## src/rtl/mole_round_engine.sv

```systemverilog
// Whack-a-mole round engine: IDLE/GAP/UP sequencing, LFSR mole pick, hit/miss scoring.
// Optional MOLE_NO_REPEAT_EN: never light the same mole in two consecutive rounds.
module mole_round_engine #(
  parameter int unsigned NUM_MOLES = 3,
  parameter int unsigned CNT_W     = 28,
  parameter int unsigned SCORE_W   = 8,
  parameter logic [7:0]  LFSR_SEED = 8'hA5
) (
  input  logic                 clock,
  input  logic                 resetn,
  input  logic                 game,
  input  logic [NUM_MOLES-1:0] buttons,
  input  logic [CNT_W-1:0]     gap_cycles,
  input  logic [CNT_W-1:0]     up_cycles,
  output logic [NUM_MOLES-1:0] moles,
  output logic [SCORE_W-1:0]   score,
  output logic [SCORE_W-1:0]   misses,
  output logic                 hit,
  output logic                 miss
);

  localparam int unsigned IDX_W = (NUM_MOLES > 2) ? $clog2(NUM_MOLES) : 1;

  typedef enum logic [1:0] {
    ST_IDLE = 2'd0,
    ST_GAP  = 2'd1,
    ST_UP   = 2'd2
  } state_e;

  state_e               state_q, state_d;
  logic [CNT_W-1:0]     cnt_q, cnt_d;
  logic [7:0]           lfsr_q, lfsr_d;
  logic [NUM_MOLES-1:0] buttons_q, buttons_d;
  logic                 game_q, game_d;
  logic [NUM_MOLES-1:0] moles_q, moles_d;
  logic [SCORE_W-1:0]   score_q, score_d;
  logic [SCORE_W-1:0]   misses_q, misses_d;
  logic                 hit_q, hit_d;
  logic                 miss_q, miss_d;

  logic [NUM_MOLES-1:0] btn_edge;
  logic                 hit_edge;
  logic                 wrong_edge;
  logic                 lfsr_fb;
  logic [IDX_W-1:0]     raw_idx;
  logic [IDX_W-1:0]     red_idx;
  logic [IDX_W-1:0]     new_idx;
  logic [NUM_MOLES-1:0] new_moles;
  logic [CNT_W-1:0]     gap_load;
  logic [CNT_W-1:0]     up_load;
  logic [SCORE_W-1:0]   score_inc;
  logic [SCORE_W-1:0]   score_dec;
  logic [SCORE_W-1:0]   misses_inc;

`ifdef MOLE_NO_REPEAT_EN
  logic [IDX_W-1:0]     last_idx_q, last_idx_d;
`endif

  // Free-running LFSR; an all-zero state is recovered by reloading the seed.
  always_comb begin
    lfsr_fb = lfsr_q[7] ^ lfsr_q[5] ^ lfsr_q[4] ^ lfsr_q[3];
    lfsr_d  = (lfsr_q == 8'h00) ? LFSR_SEED : {lfsr_q[6:0], lfsr_fb};
  end

  // Mole pick: low LFSR bits folded into range with a single subtraction.
  always_comb begin
    raw_idx = lfsr_q[IDX_W-1:0];
    red_idx = (32'(raw_idx) >= NUM_MOLES) ? (raw_idx - IDX_W'(NUM_MOLES)) : raw_idx;
`ifdef MOLE_NO_REPEAT_EN
    if (red_idx == last_idx_q) begin
      new_idx = ((32'(red_idx) + 32'd1) == NUM_MOLES) ? '0 : (red_idx + IDX_W'(1));
    end else begin
      new_idx = red_idx;
    end
`else
    new_idx = red_idx;
`endif
    new_moles = NUM_MOLES'(1) << new_idx;
  end

  // Edge detection, duration loads (0 behaves as 1) and saturating arithmetic.
  always_comb begin
    btn_edge   = buttons & ~buttons_q;
    hit_edge   = |(btn_edge & moles_q);
    wrong_edge = |(btn_edge & ~moles_q);
    gap_load   = (gap_cycles == '0) ? CNT_W'(1) : gap_cycles;
    up_load    = (up_cycles == '0) ? CNT_W'(1) : up_cycles;
    score_inc  = (&score_q) ? score_q : (score_q + SCORE_W'(1));
    score_dec  = (score_q == '0) ? score_q : (score_q - SCORE_W'(1));
    misses_inc = (&misses_q) ? misses_q : (misses_q + SCORE_W'(1));
  end

  // Round FSM next-state and registered-output logic.
  always_comb begin
    state_d   = state_q;
    cnt_d     = cnt_q;
    moles_d   = moles_q;
    score_d   = score_q;
    misses_d  = misses_q;
    hit_d     = 1'b0;
    miss_d    = 1'b0;
    buttons_d = buttons;
    game_d    = game;
`ifdef MOLE_NO_REPEAT_EN
    last_idx_d = last_idx_q;
`endif

    if (!game) begin
      state_d = ST_IDLE;
      moles_d = '0;
    end else begin
      case (state_q)
        ST_IDLE: begin
          moles_d = '0;
          if (!game_q) begin
            state_d  = ST_GAP;
            cnt_d    = gap_load;
            score_d  = '0;
            misses_d = '0;
          end
        end

        ST_GAP: begin
          if (cnt_q <= CNT_W'(1)) begin
            state_d = ST_UP;
            cnt_d   = up_load;
            moles_d = new_moles;
`ifdef MOLE_NO_REPEAT_EN
            last_idx_d = new_idx;
`endif
          end else begin
            cnt_d = cnt_q - CNT_W'(1);
          end
        end

        ST_UP: begin
          // A correct edge overrides both the wrong-press penalty and expiry.
          if (hit_edge) begin
            state_d = ST_GAP;
            cnt_d   = gap_load;
            moles_d = '0;
            score_d = score_inc;
            hit_d   = 1'b1;
          end else begin
            if (wrong_edge) begin
              score_d = score_dec;
            end
            if (cnt_q <= CNT_W'(1)) begin
              state_d  = ST_GAP;
              cnt_d    = gap_load;
              moles_d  = '0;
              misses_d = misses_inc;
              miss_d   = 1'b1;
            end else begin
              cnt_d = cnt_q - CNT_W'(1);
            end
          end
        end

        default: begin
          state_d = ST_IDLE;
          moles_d = '0;
        end
      endcase
    end
  end

  always_ff @(posedge clock or negedge resetn) begin
    if (!resetn) begin
      state_q   <= ST_IDLE;
      cnt_q     <= '0;
      lfsr_q    <= LFSR_SEED;
      buttons_q <= '0;
      game_q    <= 1'b0;
      moles_q   <= '0;
      score_q   <= '0;
      misses_q  <= '0;
      hit_q     <= 1'b0;
      miss_q    <= 1'b0;
    end else begin
      state_q   <= state_d;
      cnt_q     <= cnt_d;
      lfsr_q    <= lfsr_d;
      buttons_q <= buttons_d;
      game_q    <= game_d;
      moles_q   <= moles_d;
      score_q   <= score_d;
      misses_q  <= misses_d;
      hit_q     <= hit_d;
      miss_q    <= miss_d;
    end
  end

`ifdef MOLE_NO_REPEAT_EN
  always_ff @(posedge clock or negedge resetn) begin
    if (!resetn) begin
      last_idx_q <= '0;
    end else begin
      last_idx_q <= last_idx_d;
    end
  end
`endif

  assign moles  = moles_q;
  assign score  = score_q;
  assign misses = misses_q;
  assign hit    = hit_q;
  assign miss   = miss_q;

endmodule

```

## config.mk

```make
export PLATFORM = sky130hd
export DESIGN_NAME = mole_round_engine
export DESIGN_NICKNAME = d
export VERILOG_FILES = /design/src/rtl/mole_round_engine.sv
export SDC_FILE = /design/constraint.sdc
export NUM_CORES = 1
export LEC_CHECK = 0
export ABC_CLOCK_PERIOD_IN_PS = 3200
export CORE_MARGIN = 1.5
export CORE_UTILIZATION = 53
export DETAILED_ROUTE_END_ITERATION = 7
export PLACE_DENSITY = 0.83
export REMOVE_ABC_BUFFERS = 1
export SLEW_MARGIN = 40
export SYNTH_ARGS = -nofsm -noshare
export SYNTH_HDL_FRONTEND = slang
export SYNTH_SLANG_ARGS = --single-unit
```

## constraint.sdc

```tcl
create_clock -name clock -period 3.2 [get_ports clock]
set_input_delay 0.32 -clock clock [delete_from_list [all_inputs] [get_ports clock]]
set_output_delay 0.32 -clock clock [all_outputs]
set_load 0.03 [all_outputs]
```

Yosys cells after proc, flatten, opt, wreduce, memory -nomap -nowiden
Cells that the tools add are included.
{"block": "totals", "ff_bits": 63, "latch_bits": 0, "ramBits": 0, "rom_bits": 0, "in_bits": 62, "out_inout_bits": 21, "word_cells": 91, "mem_count": 0}
{"block": "classes", "add_sub_neg": 5, "mul": 0, "n_div": 0, "n_lt_le_gt_ge": 2, "n_eq_ne": 12, "shift": 1, "muxes": 37, "n_bitwise": 8, "reduce_logical": 16}
{"cell": "$mux 28", "count": 6}
{"cell": "$pmux 28 s3", "count": 1}
{"cell": "$mux 8", "count": 9}
{"cell": "$logic_not 28->1", "count": 2}
{"cell": "$pmux 8 s2", "count": 2}
{"cell": "$le 28x1->1 const B", "count": 1}
{"cell": "$sub 28x1->28 const B", "count": 1}
{"cell": "$add 8x1->8 const B", "count": 2}
{"cell": "$logic_not 8->1", "count": 2}
{"cell": "$reduce_and 8->1", "count": 2}
{"cell": "$ne 3x3->1 const B", "count": 5}
{"cell": "$mux 2", "count": 6}
{"cell": "$mux 3", "count": 4}
{"cell": "$reduce_and 6->1", "count": 2}
{"cell": "$and 3x3->3", "count": 3}
{"cell": "$ne 2x2->1 const B", "count": 4}
{"cell": "$sub 8x1->8 const B", "count": 1}
{"cell": "$mux 1", "count": 7}
{"cell": "$not 3->3", "count": 2}
{"cell": "$pmux 2 s3", "count": 1}
{"cell": "$pmux 3 s2", "count": 1}
{"cell": "$reduce_and 3->1", "count": 2}
{"cell": "$reduce_or 3->1", "count": 2}
{"cell": "$ne 4x4->1 const B", "count": 1}
{"cell": "10 further kinds", "count": 12}

Depth between registers and ports, before layout
{"block": "depth", "word_depth": 7, "depth_mapped": 11, "depth_no_buf": 10}

Worst setup path after synthesis
Ideal clock, no wire load.
{"block": "synth_path", "kind": "register to register", "from": "register moles_q[2] (netlist: moles[2])", "to": "register score_q[7] (netlist: score[7])", "setup_time_ps": 121, "t_arrival_ps": 2573, "required_ps": 3079, "path_slack_ps": 506, "path_stages_with_launch": 11, "n_path_buf": 0, "synth_period_minus_slack_ps": 2694, "path_cell_list": "dfrtp_1 -> nand3b_1 -> nand3_1 -> clkinv_1 -> ha_1 -> a21oi_1 -> o211ai_1 -> o41ai_1 -> xnor2_1 -> a41o_1 -> nor2_1"}
{"block": "synth_via", "elab_chain_cells": 5, "word_cells_on_any_way": 11, "cone_classes": "eq/ne: 3; mux: 2; bitwise: 3; reduce/logical: 3"}
{"item": "from (decl)", "line": "35", "source": "logic [NUM_MOLES-1:0] moles_q, moles_d;"}
{"item": "from (signal assigned)", "line": "186", "source": "moles_q <= moles_d;"}
{"item": "$not 3->3", "line": "85", "source": "wrong_edge = |(btn_edge & ~moles_q);"}
{"item": "$and 3x3->3", "line": "85"}
{"item": "$reduce_or 3->1", "line": "85"}
{"item": "$ne 3x3->1 (no source line)"}
{"item": "$reduce_and 6->1 (no source line)"}
{"item": "to (signal assigned)", "line": "187", "source": "score_q <= score_d;"}
{"item": "to (decl)", "line": "36", "source": "logic [SCORE_W-1:0] score_q, score_d;"}
Several ways; a longest one is shown, not always the timed one.
A chain may end at the register's enable or synchronous reset.

Worst setup path in the final report
{"block": "layout_path", "from": "register cnt_q[6]", "to": "register cnt_q[1]"}
{"block": "layout_via", "elab_chain_cells": 4, "word_cells_on_any_way": 5, "cone_classes": "order compare: 1; mux: 4"}
{"item": "from (decl)", "line": "31", "source": "logic [CNT_W-1:0] cnt_q, cnt_d;"}
{"item": "from (signal assigned)", "line": "182", "source": "cnt_q <= cnt_d;"}
{"item": "$le 28x1->1 (*)", "line": "124, 148"}
{"item": "$mux 28", "line": "148", "source": "if (cnt_q <= CNT_W'(1)) begin"}
{"item": "$mux 28", "line": "138", "source": "if (hit_edge) begin"}
{"item": "$pmux 28 s3 (*)", "line": "112", "source": "case (state_q)"}
Every way passes the cells marked *; elsewhere a longest branch is shown, timed or not.

==> summary.md <==
| Metric | Value |
|---|---|
| Most used DFF post-synth | dfrtp_1 |
| CTS sink count | 63 |
| Placed cell area | approximately 5300 sq um |
| Hold Path End | lfsr_q[3] |
| Global-route wire length before repair | 23600 um |
| Share of layout cells above drive strength 1 | 0.105 |
| Total global routing overflow | 0 |
| Die area | roughly 8700 sq um |
| Final hold vios | 0 |
| Largest net degree at the start of global routing | 25 |
| Mapped Area | between 4000 and 5000 sq um |
| R2r startpoint | cnt_q[6] |
| Adder-cell share of the synthesized area | 0.0482 |
| Final standard cell utilization of the core | 0.714 |
| Post-CTS sizing | 0 |
| Mux cell area share after synthesis | 0.00696 |
| Commonest cells after routing, fill and taps aside | clkdlybuf4s50_1 (81), dfrtp_1 (59), nand2_1 (44), buf_4 (28), nor2_1 (27) |
| Vias/cell | 6.75 |
| WL final | around 15000 um |
| Worst setup EP type | register |
| Most common cell after layout, fill and taps aside | clkdlybuf4s50_1 |
| Worst flop-to-flop path endpoint | cnt_q[1] |
| R2R depth | 7 |
| Wire per inst | between 20 and 25 um |
| Static leakage power | 2.22 nW |
| Actual slew at the worst max-slew pin | between 0.7 and 0.8 ns |
| Vias | around 4700 |
| Min Clock Period, post-route | between 2 and 3 ns |
| Netlist cell types | 63 |
| Crit Path Max Fanout | 18 |
| Worst setup path category | reg2reg |
| CTS root buffer | clkbuf_8 |
| Ant. Diodes | 0 |
| Worst-skew pair later-pin latency | 0.36 ns |
| Post-Synth XOR/XNOR Area | 0.0305 |
| Hold path cells | 0 |
| Main combinational cell family by area after synthesis | simple AND/OR/NAND/NOR gates |
| Die X | around 93 um |
| Power Dens Cells | ~600 nW/um^2 |
| RSZ-0062 raised after global routing | no |
| CP peak stage delay | around 0.61 ns |
| Max_slew headroom | 0.501 |
| Synthesized flop and latch total | 63 |
| Final cell count without fillers | roughly 700 |
| Die span in y | a little over 90 um |
| TritonCTS Buffers | 9 |
| CTS clk-pin slew, worst paths | around 0.080 ns |
| Synth warn | 0 |
| Core area | 7810 sq um |
| Reg2Reg Setup Slack | between 0.3 and 0.4 ns |
| Maxcap violations | 0 |
| H-tree levels | 3 |
| Seq/Total Area, Yosys | 0.367 |
| CP max stage cell | or4_1 |
| Async SR Flop Fraction | 1.00 |
| Crit share post-route | 0.883 |
| Tot Pwr | 0.00339 W |
| Data arrival, critical path | 3.11 ns |
| Min-delay src | lfsr_q[2] |
| Initial antenna violation count | 0 |
| Achievable clock frequency | 354 MHz |
| I/O Pins | 83 |
| Area delta synth->final | 29.3% |
| Number of global-route vias before repair | between 4000 and 5000 |
| Post-route setup TNS | 0 ns |
| CP Cell Sequence | or4_1 > nor3b_1 > and4_1 > o21ai_2 > a211oi_2 > buf_4 > a221o_1 |
| WP data required | between 3 and 4 ns |
| VDD IR max | 451 uV |
| Skew final | 0.0150 ns |
| Placed wire-length estimate | between 10000 and 15000 um |
| Residual DRC count | 0 |
| Initial DRT Pass Iterations | 6 |
| Final Setup Violations | 0 |
| Post-synth EDFFs | 0 |
| Syn Area/Cell | between 8 and 9 sq um |
| Startpoint types | register |
| DRT antenna net count | 0 |
| GPL Wtd Cong | 0.989 |
| Setup Fix Bufs, Post-CTS | 0 |
| Post-layout net count | between 600 and 700 |
| I/O Buffers | 82 |
| Post-Synth Simple-Gate Area | 0.252 |
| Clk buf depth | 2 |
| Slew Limit Fails | 0 |
| Starting Density | 0.552 |
| Gate count after technology mapping | around 490 |
| Finished Cell Area | around 5600 sq um |
| Starting DRT DRC Count | between 400 and 500 |
| Post-synthesis compound-gate area fraction | 0.241 |
| Status | finished clean |
| CTS tree | yes |
| GRT Overall Usage | 0.353 |
| Worst hold path type | reg2reg |
| Cells after DPL | just under 700 |
| Placement Rows | 32 |
critical path: cells and delay by family, from the launching register on:
kind | cells | cell delay [ns]
AO/OA/AOI/OAI | 3 | 0.65
flip-flops | 1 | 0.42
AND/OR/NAND/NOR | 3 | 1.39
buffers and inverters | 1 | 0.30
flip-flops by register name (all words and copies together) (netlist names):
name / cells
buttons_q: 3
moles: 3
misses: 8
game_q: 1
cnt_q: 28
miss: 1
state_q: 2
hit: 1
score: 8
lfsr_q: 8
what timing repair did:
item,CTS,global route
endpoints found under the hold margin,17,0
hold buffers,1,0
endpoints found under the setup margin,0,0
worst max path at each step:
stage,depth (start not counted),end,startpoint
2_1_floorplan,7,cnt_q[22],state_q[0]
3_3_place_gp,8,score[5],buttons[0]
3_5_place_dp,12,score[7],buttons[2]
4_1_cts,7,cnt_q[1],cnt_q[6]
5_1_grt,7,cnt_q[1],cnt_q[6]
6_report,7,cnt_q[1],cnt_q[6]
stage by stage:
| stage | setup WS, ns | hold WS [ns] |
|---|---|---|
| 2_1_floorplan | -0.857 | 0.0244 |
| 3_3_place_gp | 0.426 | 0.301 |
| 3_5_place_dp | 0.271 | 0.301 |
| 4_1_cts | 0.426 | 0.408 |
| 5_1_grt | 0.226 | 0.416 |
| 6_report | 0.375 | 0.407 |
kinds of logic (layout without fill, tap and decap cells):
kind of cell    Yosys count  after routing
flops                    63             63
fa+ha+maj                16             16
simple gates            200            200
xor+xnor                 15             15
compound gates          142            142
buf+inv                  53            150
mux                       3              3
final cells by class:
class / instances / area, sq um
multi-input combinational: 376 / 2510
fill: 622 / 2230
sequential: 63 / 1580
timing repair buffer: 111 / 1040
clock buffer: 10 / 138
tap: 102 / 128
clock inverter: 6 / 92.6
inverter: 23 / 86.3
cell usage after synthesis, types with 5 or more instances:
library cell,number,area [sq um]
a221o_1,16,160
a22oi_1,5,37.5
xnor2_1,10,87.6
or4_1,12,90.1
nand2_1,44,165
nor4_1,26,163
a211o_1,9,78.8
ha_1,15,188
dfrtp_1,59,1480
nor3_1,15,75.1
nand2b_1,6,37.5
clkbuf_1,21,78.8
o211ai_1,6,45.0
a21oi_1,19,95.1
a32o_1,7,70.1
nand4_1,15,93.8
nand3b_1,6,45.0
xor2_1,5,43.8
buf_2,5,25.0
o31ai_1,8,60.1
o21ai_0,29,145
o22ai_1,5,31.3
nor2_1,27,101
or3_1,6,37.5
inv_1,22,82.6
nand3_1,24,120
metal layers:
layer / up-vias / wire (um) / GRT usage
li1: 2089 / - / -
met5: - / 0 / 0
met3: 58 / 1390 / 0.0772
met2: 271 / 6610 / 0.547
met1: 2249 / 6020 / 0.467
met4: 0 / 576 / 0.168
power breakdown:
group          switching (W)  total [W]  internal [W]  leakage, nW
Clock               0.000348   0.000812      0.000464        0.109
Combinational       0.000811    0.00139      0.000581         1.30
Sequential          0.000221    0.00119      0.000964        0.810
Total                0.00138    0.00339       0.00201         2.22
Note: power is estimated with default switching activity, not from simulation.
